### config.mk
export PLATFORM = sky130hd
export DESIGN_NAME = uart_rx_ctrl
export DESIGN_NICKNAME = d
export VERILOG_FILES = /design/src/rtl/uart_pkg.sv /design/src/rtl/uart_rx_sync.sv /design/src/rtl/uart_rx_ctrl.sv
export SDC_FILE = /design/constraint.sdc
export NUM_CORES = 1
export LEC_CHECK = 0
export CAP_MARGIN = 20
export CORE_MARGIN = 4
export CORE_UTILIZATION = 50
export DETAILED_ROUTE_END_ITERATION = 8
export GPL_ROUTABILITY_DRIVEN = 0
export GPL_TIMING_DRIVEN = 0
export PLACE_DENSITY = 0.73
export SETUP_SLACK_MARGIN = 0.4
export SYNTH_ARGS = -nofsm -noshare
export SYNTH_HDL_FRONTEND = slang
export SYNTH_SLANG_ARGS = --single-unit
export TNS_END_PERCENT = 50
### constraint.sdc
create_clock -name pclk -period 2.2 [get_ports pclk]
set_clock_uncertainty 0.15 [all_clocks]
set_input_delay 0.55 -clock pclk [delete_from_list [all_inputs] [get_ports pclk]]
set_output_delay 0.55 -clock pclk [all_outputs]
set_load 0.1 [all_outputs]
### src/rtl/uart_pkg.sv
// Shared UART definitions: receive FSM states and the word-length encoding
// from the line control register, used by both the RX and TX controllers.
package uart_pkg;

  typedef enum logic [2:0] {
    IDLE,
    START,
    DATA,
    PARITY,
    STOP
  } rx_state_t;

  typedef enum logic [1:0] {
    WLS_5 = 2'b00,
    WLS_6 = 2'b01,
    WLS_7 = 2'b10,
    WLS_8 = 2'b11
  } wls_t;

  localparam int WLS_BASE = 5;

  function automatic logic [3:0] wls_bits(input wls_t wls);
    return 4'(WLS_BASE) + {2'b00, wls};
  endfunction

endpackage

### src/rtl/uart_rx_sync.sv
// Multi-flop synchroniser for the asynchronous rxd pad; resets to the idle-high
// line level so that reset release never looks like a start-bit edge.
module uart_rx_sync #(
  parameter int SYNC_STAGES = 2
) (
  input  logic pclk,
  input  logic presetn,
  input  logic rxd,
  output logic rxd_sync
);

  logic [SYNC_STAGES-1:0] chain;

  always_ff @(posedge pclk or negedge presetn) begin
    if (!presetn) begin
      chain <= '1;
    end else begin
      chain <= {chain[SYNC_STAGES-2:0], rxd};
    end
  end

  assign rxd_sync = chain[SYNC_STAGES-1];

endmodule

### src/rtl/uart_rx_ctrl.sv
// UART receive sequencer: detects the start edge, samples each bit at the baud
// generator's mid-bit strobe, checks parity/framing/break and pushes to the RX FIFO.
module uart_rx_ctrl
  import uart_pkg::*;
#(
  parameter int SYNC_STAGES = 2,
  parameter int DATA_W      = 8
) (
  input  logic              pclk,
  input  logic              presetn,
  input  logic              rxd,
  input  logic              rx_en,
  input  logic [1:0]        lcr_wls,
  input  logic              lcr_pen,
  input  logic              lcr_eps,
  input  logic              lcr_sp,
  input  logic              sample_edge,
  input  logic              rx_full,
  output logic              sample_clk_clr,
  output logic [DATA_W-1:0] rx_data,
  output logic              rx_push,
  output logic              rx_pe,
  output logic              rx_fe,
  output logic              rx_bi,
  output logic              rx_oe,
  output logic              rx_busy
);

  // DATA_W must be at least the longest character (8 bits)
  localparam int CNT_W = $clog2(DATA_W + 1);
  localparam logic [CNT_W-1:0] DW_C = CNT_W'(DATA_W);

  rx_state_t         state, state_nxt;
  logic              rxd_s, rxd_prev, fall;
  logic              edge_ok;
  logic              clr_nxt, push_nxt, oe_nxt;
  logic              start_frame, shift_en, par_en, stop_en;
  wls_t              frame_wls;
  logic              frame_pen, frame_eps, frame_sp;
  logic [DATA_W-1:0] shreg;
  logic [CNT_W-1:0]  bit_cnt, cnt_inc, nbits;
  logic              par_bit, par_exp;

  uart_rx_sync #(.SYNC_STAGES(SYNC_STAGES)) u_sync (
    .pclk     (pclk),
    .presetn  (presetn),
    .rxd      (rxd),
    .rxd_sync (rxd_s)
  );

  assign fall    = rxd_prev & ~rxd_s;
  // a strobe coinciding with the timer restart belongs to the previous bit period
  assign edge_ok = sample_edge & ~sample_clk_clr;
  assign nbits   = CNT_W'(wls_bits(frame_wls));
  assign cnt_inc = bit_cnt + CNT_W'(1);
  assign par_exp = frame_sp ? ~frame_eps : (frame_eps ? ^shreg : ~^shreg);
  assign rx_busy = (state != IDLE);

  always_ff @(posedge pclk or negedge presetn) begin
    if (!presetn) state <= IDLE;
    else          state <= state_nxt;
  end

  always_comb begin
    state_nxt   = state;
    clr_nxt     = 1'b0;
    push_nxt    = 1'b0;
    oe_nxt      = 1'b0;
    start_frame = 1'b0;
    shift_en    = 1'b0;
    par_en      = 1'b0;
    stop_en     = 1'b0;
    case (state)
      IDLE: if (rx_en && fall) begin
        state_nxt   = START;
        clr_nxt     = 1'b1;
        start_frame = 1'b1;
      end
      START: if (edge_ok) state_nxt = rxd_s ? IDLE : DATA;
      DATA: if (edge_ok) begin
        shift_en = 1'b1;
        if (cnt_inc == nbits) state_nxt = frame_pen ? PARITY : STOP;
      end
      PARITY: if (edge_ok) begin
        par_en    = 1'b1;
        state_nxt = STOP;
      end
      STOP: if (edge_ok) begin
        stop_en   = 1'b1;
        push_nxt  = ~rx_full;
        oe_nxt    = rx_full;
        state_nxt = IDLE;
      end
      default: state_nxt = IDLE;
    endcase
    if (state != IDLE && !rx_en) begin
      state_nxt = IDLE;
      shift_en  = 1'b0;
      par_en    = 1'b0;
      stop_en   = 1'b0;
      push_nxt  = 1'b0;
      oe_nxt    = 1'b0;
    end
  end

  always_ff @(posedge pclk or negedge presetn) begin
    if (!presetn) begin
      rxd_prev       <= 1'b1;
      sample_clk_clr <= 1'b0;
      rx_push        <= 1'b0;
      rx_oe          <= 1'b0;
      rx_data        <= '0;
      rx_pe          <= 1'b0;
      rx_fe          <= 1'b0;
      rx_bi          <= 1'b0;
      frame_wls      <= WLS_5;
      frame_pen      <= 1'b0;
      frame_eps      <= 1'b0;
      frame_sp       <= 1'b0;
      shreg          <= '0;
      bit_cnt        <= '0;
      par_bit        <= 1'b0;
    end else begin
      rxd_prev       <= rxd_s;
      sample_clk_clr <= clr_nxt;
      rx_push        <= push_nxt;
      rx_oe          <= oe_nxt;
      if (start_frame) begin
        frame_wls <= wls_t'(lcr_wls);
        frame_pen <= lcr_pen;
        frame_eps <= lcr_eps;
        frame_sp  <= lcr_sp;
        shreg     <= '0;
        bit_cnt   <= '0;
        par_bit   <= 1'b0;
      end
      // bits enter at the MSB and are right-justified when the word is pushed
      if (shift_en) begin
        shreg   <= {rxd_s, shreg[DATA_W-1:1]};
        bit_cnt <= cnt_inc;
      end
      if (par_en) par_bit <= rxd_s;
      if (stop_en && push_nxt) begin
        rx_data <= shreg >> (DW_C - nbits);
        rx_pe   <= frame_pen & (par_bit != par_exp);
        rx_fe   <= ~rxd_s;
        rx_bi   <= (shreg == '0) & ~(frame_pen & par_bit) & ~rxd_s;
      end
    end
  end

endmodule
==> impl_metrics.json <==
{
  "start_util_pct": 53.1,
  "dieArea_um2": 5080,
  "ys_seq_area_share_pct": 47.7,
  "min_period_over_period_pct": 93.1,
  "totalWireLength_um": 4660,
  "worstMarginPinSlew_ns": 0.837,
  "rows": 22,
  "crit_type": "register to primary output",
  "clk_path_buf_depth": 2,
  "antenna_found_initial": 0,
  "cts.clk_slew.worst_paths_ns": 0.07,
  "slew-limit-headroom_pct": 44.2,
  "crit_path_max_fanout": 2,
  "worst_ir_drop_vdd_mv": 0.482,
  "drtIter0Drc": 93,
  "yosysWarnings": 0,
  "start_kind": "register",
  "avgSynthCellArea_um2": 9.72,
  "die_y_um": 71.3,
  "synth_area_um2": 2000,
  "overflow": 0,
  "dr_wl_met3_um": 219,
  "cts.sinks": 38,
  "numCtsBuffers": 5,
  "ys_ff_latch": 38,
  "p_per_area_nw_per_um2": 610,
  "num_io_pins": 26,
  "pre_cts_slack_ns": -0.388,
  "finalPower_uw": 1670,
  "h-tree-depth": 2,
  "top_layer_used": "met4",
  "hpwl_um": 2840,
  "power.leakage_uw": 0.00126,
  "wl_met2_um": 2330,
  "async_reset_ff_share_pct": 100,
  "fin_hold_ws_ns": 0.200,
  "grt_max_degree": 39,
  "synth_edf_count": 0,
  "place_inst": 279,
  "worstPathRequired_ns": 1.50,
  "drt_drc_violations_left": 0,
  "track_usage_pct": 18.4,
  "final_max_slew_viol_count": 0,
  "ctsRootBufferMaster": "clkbuf_8",
  "synth.distinct_cells": 43,
  "outcome": "complete, no violations",
  "num_vias": 1702,
  "fin_ws_ns": 0.152,
  "min_path_type": "primary input to async pin",
  "n_fill_cell": 263,
  "rsz0062_at_grt": "yes",
  "wl_per_cell_um": 14.9,
  "ys_dominant_reg_cell": "dfrtp_1",
  "syn_to_final_growth_pct": 36.8,
  "synthesis.nets": 224,
  "viasPerCell": 5.46,
  "chipWidth_um": 71.3,
  "drt_pre_antenna_iters": 4,
  "timing.fmax_mhz": 488,
  "end_kind": "primary output",
  "portBuffers": 25,
  "instances_no_fill": 312,
  "arrival_ns": 1.35,
  "cap_viol_max_count": 0,
  "grt_pass1_wl_um": 7330,
  "nets": 281,
  "clkLatencyLatePin_ns": 0.29,
  "drive_above_1_share_pct": 36.4,
  "setup_violations": 0,
  "finalHoldViolations": 0,
  "core_um2": 3770,
  "cts_tree": "built",
  "wl_met1_um": 2050,
  "ant_nets": 0,
  "placed_area_um2": 2330,
  "period_needed_ns": 2.05,
  "grt_pass1_vias": 1590,
  "syn-instance-count": 206,
  "stdcell_area_um2": 2740,
  "n_antenna_cell": 0
}
-- path summary, 6_finish.rpt --
kind | startpoint | endpoint | slack [ns] | cells after the start
min in group pclk | u_sync.chain[0]$_DFF_PN1_ | u_sync.chain[1]$_DFF_PN1_ | 0.21 | 0
hold reg to reg | u_sync.chain[0]$_DFF_PN1_ | u_sync.chain[1]$_DFF_PN1_ | 0.21 | 0
hold / removal | presetn | bit_cnt[2]$_DFFE_PN0P_ | 0.20 | 1
setup / recovery | state[1]$_DFFE_PN0P_ | rx_busy | 0.15 | 3
max in group asynchronous | presetn | sample_clk_clr$_DFF_PN0_ | 1.07 | 1
setup reg to reg | bit_cnt[0]$_DFFE_PN0P_ | state[2]$_DFFE_PN0P_ | 0.19 | 6
-- critical path, cell delays in order (launching register included) --
cell and delay, ns:
dfrtp_1 0.39, buf_6 0.12, or3_4 0.37, buf_12 0.17
-- kinds of logic after synthesis --
group                      after synthesis  share of synthesized area (%)
muxes                                    8                           7.62
DFF                                     38                           47.7
buffers and inverters                   25                           5.37
adders and majority gates                7                           4.37
and+or+nand+nor                         79                           18.9
AOI/OAI and AO/OA                       40                           12.1
xor gates and xnor gates                 9                           3.94
-- repair_timing --
| action | CTS | global route |
|---|---|---|
| setup endpoints to repair | 47 | 32 |
| hold buffers | 0 | 0 |
| setup buffers | 10 | 14 |
| cloned | 0 | 1 |
| resized for setup | 93 | 37 |
| pin swaps | 4 | 10 |
-- synth_stat cells (2+ instances only) --
cell type / count / area (µm²)
dfstp_2: 3 / 78.8
mux2_4: 2 / 30.0
nand2b_1: 2 / 12.5
nand3_1: 13 / 65.1
ha_1: 7 / 87.6
o31ai_1: 2 / 15.0
a21oi_1: 3 / 15.0
nand2_1: 41 / 154
nor2_1: 8 / 30.0
clkbuf_1: 6 / 22.5
buf_2: 2 / 10.0
xor2_1: 3 / 26.3
nand4_1: 3 / 18.8
dfrtp_1: 35 / 876
nand3b_1: 2 / 15.0
inv_1: 14 / 52.6
xnor2_1: 6 / 52.6
o21ai_0: 25 / 125
mux4_2: 5 / 113
-- sequential cells by signal, summed over array words and instances (netlist names), 2 cells and up --
| name | flops |
|---|---|
| state | 3 |
| shreg | 8 |
| bit_cnt | 4 |
| u_sync.chain | 2 |
| rx_data | 8 |
| frame_wls | 2 |
-- stage by stage --
stage / util, % / setup TNS (ns)
after floorplan: - / 0
after global placement: 62.0 / -23.41
after detailed placement: 61.9 / -5.43
after CTS: 65.9 / 0
after global routing: 72.7 / 0
final: 72.7 / 0
-- where the power goes --
part | switching, µW | internal (µW)
sequential | 28.7 | 733
combinational | 217 | 198
clock | 241 | 253
total | 487 | 1180
-- routing by layer --
metal	global-route usage (%)	vias to the layer above
met5	0	-
met2	29.3	35
met1	24.3	838
li1	-	824
met3	4.49	5
met4	7.10	0
-- layout by cell type (no fill, tap or decap), types with 4 or more instances in the layout --
cell type         n
nor2_1            8
clkdlybuf4s50_1   7
inv_1            13
mux4_2            5
o21ai_0          21
nand2_1          40
xnor2_1           4
dfrtp_2           5
buf_2            16
nand3_1          13
buf_6             4
clkbuf_8          6
buf_4            24
dfrtp_1          29
ha_4              4
-- layout make-up --
class                           count  area (µm²)  share of cell area, %
Buffer                             10        91.3                   3.33
Clock buffer                        7        86.3                   3.15
Clock inverter                      1        5.00                  0.183
Inverter                           15        61.3                   2.24
Multi-Input combinational cell    143        1070                   39.2
Sequential cell                    38         965                   35.2
Tap cell                           48        60.1                   2.19
Timing Repair Buffer               50         398                   14.5
(Power assumes the default switching activity.)
